File: src/rtl/serial_framer.sv
`timescale 1ns/1ps
`default_nettype none
// ============================================================================
// Module      : serial_framer
// Description : Word-level frame builder for the 16-bit parallel input of
//               serial_send (CLKF domain). One word leaves on DOUT every
//               cycle: IDLE_WORD between frames, otherwise
//               SOF, header {~LEN,LEN}, LEN payload words, trailer.
//               A payload underrun replaces the missing word with ABORT_WORD
//               and ends the frame. At least MIN_GAP idle words separate the
//               end of one frame from the next SOF.
// Build option: define SERIAL_FRAMER_CRC_EN for a CRC-16-CCITT trailer
//               (poly 0x1021, init 0xFFFF, MSB first); otherwise the trailer
//               is the 16-bit modular sum of header and payload words.
// Ports       : CLKF, RSTXF (sync, active low)
//               START_VALID/START_READY/LEN     frame request handshake
//               DIN_VALID/DIN_READY/DIN         payload stream
//               DOUT                            registered output word
//               BUSY, FRAME_DONE, ERR_UNDERRUN  registered status
// Revision    : 1.0  initial release
// ============================================================================
module serial_framer #(
  parameter logic [15:0] IDLE_WORD  = 16'hBC50,
  parameter logic [15:0] SOF_WORD   = 16'hFB5A,
  parameter logic [15:0] ABORT_WORD = 16'hFEFE,
  parameter int unsigned MIN_GAP    = 4
) (
  input  logic        CLKF,
  input  logic        RSTXF,
  input  logic        START_VALID,
  output logic        START_READY,
  input  logic [7:0]  LEN,
  input  logic        DIN_VALID,
  output logic        DIN_READY,
  input  logic [15:0] DIN,
  output logic [15:0] DOUT,
  output logic        BUSY,
  output logic        FRAME_DONE,
  output logic        ERR_UNDERRUN
);

  // The state names the section that will be loaded into DOUT at the next
  // edge. SOF is emitted straight from IDLE on the handshake, and ABORT
  // straight from PAY on an underrun, so neither needs its own state.
  localparam logic [1:0] ST_IDLE = 2'd0;
  localparam logic [1:0] ST_HDR  = 2'd1;
  localparam logic [1:0] ST_PAY  = 2'd2;
  localparam logic [1:0] ST_TRL  = 2'd3;

  localparam logic [3:0] GAP_RELOAD = 4'(MIN_GAP);

`ifdef SERIAL_FRAMER_CRC_EN
  localparam logic [15:0] CHK_INIT = 16'hFFFF;
`else
  localparam logic [15:0] CHK_INIT = 16'h0000;
`endif

  // Fold one 16-bit word into the running check value.
  function automatic logic [15:0] chk_fold(input logic [15:0] acc, input logic [15:0] word);
`ifdef SERIAL_FRAMER_CRC_EN
    logic [15:0] c;
    logic        fb;
    c = acc;
    for (int i = 15; i >= 0; i--) begin
      fb = c[15] ^ word[i];
      c  = {c[14:0], 1'b0};
      if (fb) c = c ^ 16'h1021;
    end
    return c;
`else
    return acc + word;
`endif
  endfunction

  logic [1:0]  state;
  logic [1:0]  next_state;
  logic [3:0]  gap;
  logic [7:0]  len_q;
  logic [7:0]  remain;
  logic [15:0] acc;

  logic        accept;
  logic [15:0] hdr_word;
  logic [15:0] dout_d;
  logic        busy_d;
  logic        done_d;
  logic        err_d;
  logic [3:0]  gap_d;
  logic [7:0]  len_d;
  logic [7:0]  remain_d;
  logic [15:0] acc_d;

  assign accept   = START_VALID && (state == ST_IDLE) && (gap == 4'd0);
  assign hdr_word = {~len_q, len_q};

  // State register
  always_ff @(posedge CLKF) begin
    if (!RSTXF) state <= ST_IDLE;
    else        state <= next_state;
  end

  // Next-state logic
  always_comb begin
    next_state = state;
    case (state)
      ST_IDLE: if (accept) next_state = ST_HDR;
      ST_HDR:  next_state = (len_q == 8'd0) ? ST_TRL : ST_PAY;
      ST_PAY: begin
        if (!DIN_VALID)             next_state = ST_IDLE;
        else if (remain == 8'd1)    next_state = ST_TRL;
      end
      ST_TRL:  next_state = ST_IDLE;
      default: next_state = ST_IDLE;
    endcase
  end

  // Output logic: handshake strobes plus the values the datapath registers
  // load at the next edge.
  always_comb begin
    START_READY = (state == ST_IDLE) && (gap == 4'd0);
    DIN_READY   = (state == ST_PAY);
    dout_d      = IDLE_WORD;
    busy_d      = 1'b0;
    done_d      = 1'b0;
    err_d       = 1'b0;
    gap_d       = gap;
    len_d       = len_q;
    remain_d    = remain;
    acc_d       = acc;
    case (state)
      ST_IDLE: begin
        if (accept) begin
          dout_d = SOF_WORD;
          busy_d = 1'b1;
          len_d  = LEN;
          acc_d  = CHK_INIT;
        end else if (gap != 4'd0) begin
          gap_d = gap - 4'd1;
        end
      end
      ST_HDR: begin
        dout_d   = hdr_word;
        busy_d   = 1'b1;
        acc_d    = chk_fold(acc, hdr_word);
        remain_d = len_q;
      end
      ST_PAY: begin
        busy_d = 1'b1;
        if (DIN_VALID) begin
          dout_d   = DIN;
          acc_d    = chk_fold(acc, DIN);
          remain_d = remain - 8'd1;
        end else begin
          dout_d = ABORT_WORD;
          err_d  = 1'b1;
          gap_d  = GAP_RELOAD;
        end
      end
      ST_TRL: begin
        dout_d = acc;
        busy_d = 1'b1;
        done_d = 1'b1;
        gap_d  = GAP_RELOAD;
      end
      default: ;
    endcase
  end

  // Datapath registers. Reset drops any frame in flight without a trailer.
  always_ff @(posedge CLKF) begin
    if (!RSTXF) begin
      DOUT         <= IDLE_WORD;
      BUSY         <= 1'b0;
      FRAME_DONE   <= 1'b0;
      ERR_UNDERRUN <= 1'b0;
      gap          <= GAP_RELOAD;
      len_q        <= 8'd0;
      remain       <= 8'd0;
      acc          <= 16'd0;
    end else begin
      DOUT         <= dout_d;
      BUSY         <= busy_d;
      FRAME_DONE   <= done_d;
      ERR_UNDERRUN <= err_d;
      gap          <= gap_d;
      len_q        <= len_d;
      remain       <= remain_d;
      acc          <= acc_d;
    end
  end

endmodule
`default_nettype wire

File: config.mk
export PLATFORM = sky130hd
export DESIGN_NAME = serial_framer
export DESIGN_NICKNAME = d
export VERILOG_FILES = /design/src/rtl/serial_framer.sv
export SDC_FILE = /design/constraint.sdc
export NUM_CORES = 1
export LEC_CHECK = 0
export ABC_AREA = 1
export CELL_PAD_IN_SITES_DETAIL_PLACEMENT = 1
export CELL_PAD_IN_SITES_GLOBAL_PLACEMENT = 1
export CORE_ASPECT_RATIO = 0.75
export CORE_UTILIZATION = 39
export CTS_CLUSTER_SIZE = 40
export DETAILED_ROUTE_END_ITERATION = 6
export PLACE_DENSITY = 0.84
export SETUP_SLACK_MARGIN = 0.2
export SYNTH_ARGS = -nofsm -noshare
export SYNTH_HDL_FRONTEND = slang
export SYNTH_SLANG_ARGS = --single-unit
File: constraint.sdc
create_clock -name CLKF -period 3.6 [get_ports CLKF]
set_input_delay 0.72 -clock CLKF [delete_from_list [all_inputs] [get_ports CLKF]]
set_output_delay 0.72 -clock CLKF [all_outputs]
set_load 0.02 [all_outputs]
==> results.md <==
* Status: complete, no violations
* Warnings from Yosys at 0
* I/O pin count at 49
* Die H at approximately 86 um
* Final worst-path cycle share at a little under nine tenths
* CP Data Arrival Time at 3380 ps
* Synth unique cells at 31
* RSZ-0062 raised after global routing: no
* Overflow after GRT at 0
* Syn avg cell area at between 6 and 7 um^2
* F_max at 0.3217 GHz
* Syn-to-layout area delta at 24.57%
* DP HPWL at between 9 and 10 mm
* CP top delay family: adder cells
* Port Buf Inserts at 48
* CTS Hold Bufs at 0
* Number of global-route vias before repair at 3921
* Layout fillers at approximately 1200
* Final setup fails at 0
* CTS H-Tree Depth at 3
* Post-Syn Area at ~3600 um^2
* Largest net degree at the start of global routing at 23
* First-pass GRT wire length at between 20 and 25 mm
* Synthesis-stage register bit count at 57
* Clock Skew at 10.08 ps
* Critical path class: reg2reg
* Initial antenna violation count at 0
* CTS Buf Count at 9
* Pwr dens at ~790 nW/um^2
* CTS tree: yes
* Core box area at about 9000 um^2
* Post-Route WL at 13.14 mm
* Most common cell after layout, fill and taps aside: nand2_1
* Peak VDD IR at around 360 uV
* Min cycle time layout at 3108 ps
* GR Util All Layers at around 28%
* CTS resizes at 0
* Initial Utilization at between 40% and 50%
* Buf/Inv on CP at 4
* Worst-Margin Slew at between 700 and 800 ps
* Slowest CP cell: inv_1
* Final GP Congestion at around 0.89
* Cell count after synthesis at ~550
* Slew Limit Headroom at roughly 47%
* Yosys top cell area share at about 31%
* Skew-Pair Late Insertion Delay at 340 ps
* CP max stage delay at about 480 ps
* Vias at about 3900
* # rows at 30
* CP Launch Type: register
* # DRC at 0
* DR WL/cell at about 18 um
* Setup TNS at 0 ps
* CTS max path bufs at 2
* Critical-path maximum fanout at 22
* LEAKAGE at 2.080 nW
* CTS Root Cell: clkbuf_16
* Commonest non-fill, non-tap cells in the layout: 157 x nand2_1, 86 x inv_1, 57 x dfxtp_1, 48 x clkdlybuf4s50_1, 44 x o21ai_0
* Fraction of layout cells with a size suffix above 1 at 5.853%
* Final antenna-violating net count at 0
* Clock Pin Slew Worst Setup and Hold Paths at ~50 ps
* Fin. Hold Viols at 0
* Clock sink total at 57
* Setup Buffers After CTS at 0
* Crit end category: register
* Synth area leaders: dfxtp_1 31%, nand2_1 16%, ha_1 9.6%
* Hold/Removal Path Class: reg2reg
* Worst EP required at slightly below 4000 ps
* Synth Net Count at 604
* Max cap viols at 0
* Die width at ~110 um
* Crit-path cells: inv_1, ha_1, inv_1, nand2_1, o21ai_0, ha_1, inv_1, fa_1, inv_1, nand3_1, nand3_1, nand2_1, nand2_1, xor2_1, nand2_1, a21oi_2
* Fin nets at between 600 and 700
* Avg Vias per Cell at between 5 and 6
* Slew Limit Fails at 0
* TritonRoute pass-1 iters at 5
* Die area at between 9000 and 10000 um^2
* Final Power at around 3.6 mW
* Sequential fraction of the synthesis area at between 30% and 40%
* Iteration-0 DRC Markers at about 260
* Diodes inserted at 0
* Area leader, netlist: dfxtp_1
## path summary, 6_finish.rpt
check | startpoint | to | slack (ps) | cells after the start
setup / recovery | state[0] | acc[8] | 490 | 16
hold / removal | gap[2] | gap[2] | 480 | 2
setup reg to reg | state[0] | acc[8] | 490 | 16
hold reg to reg | gap[2] | gap[2] | 480 | 2
## kinds of logic after synthesis
family          Yosys count  share of synthesized area (%)
flops                    57                          31.30
buf+inv                 103                          11.02
compound gates          116                          18.15
simple gates            233                          27.21
fa+ha+maj                29                          10.16
xor+xnor                  9                          2.162
## sequential cells by signal (all words and copies together) (netlist names)
name / flops
DOUT: 16
acc: 16
len_q: 8
remain: 8
gap: 4
state: 2
BUSY: 1
ERR_UNDERRUN: 1
FRAME_DONE: 1
## routing by layer
metal	track usage, %	up-vias	wire [um]
li1	-	1857	-
met1	36.49	1895	5824
met2	44.18	162	5986
met3	7.420	32	999
met4	11.24	0	328
met5	0	-	0
## cell type report
cell class              instances  area (um^2)  share of cell area (%)
multi-input cells             387         2103                   46.31
clock buffers                  12        256.5                   5.647
inverters                      87        326.6                   7.190
clock inverters                 4        51.30                   1.129
repair buffers                 51        503.0                   11.07
flip-flops and latches         57         1141                   25.12
well taps                     128        160.2                   3.526
## through the flow
step / hold slack (ps) / cells / area, um^2 / utilization, % / setup WS [ps]
3_5_place_dp: 467.3 / 710 / 4234 / 46.81 / 573.5
6_report: 475.8 / 726 / 4542 / 50.21 / 491.6
4_1_cts: 480.2 / 726 / 4542 / 50.21 / 531.1
2_1_floorplan: 442.9 / 547 / 3646 / - / 986.9
5_1_grt: 504.2 / 726 / 4542 / 50.21 / 259.0
3_3_place_gp: 457.0 / 710 / 4234 / 46.81 / 659.9
## cell usage after synthesis
cell type and number:
nand2_1 157, inv_1 86, dfxtp_1 57, o21ai_0 44, a21oi_1 41, nor2_1 29, ha_1 28, nand3_1 24
a31oi_1 12, clkbuf_1 10, nor3_1 7, xor2_1 7, a21oi_2 6, o2111ai_1 6, a221oi_1 3, buf_2 3
nand3_2 3, nand3b_1 3, nand4_1 3, or2_2 3, a22oi_1 2, buf_1 2, nand2_4 2, xnor2_1 2
a211oi_1 1, buf_8 1, fa_1 1, inv_2 1, nand2_2 1, nor2_8 1, o21a_1 1
## worst min-delay path: cells and delay by family (launching register included)
kind | cells | cell delay, ps
flip-flops | 1 | 320
AND/OR/NAND/NOR | 2 | 110
## power by group
part	switching [mW]	total, mW	internal (mW)	leakage [nW]
Clock	0.322	0.895	0.573	0.149
Combinational	1.17	1.78	0.607	1.47
Sequential	0.115	0.910	0.795	0.464
Power figures use the tool's default switching activity.
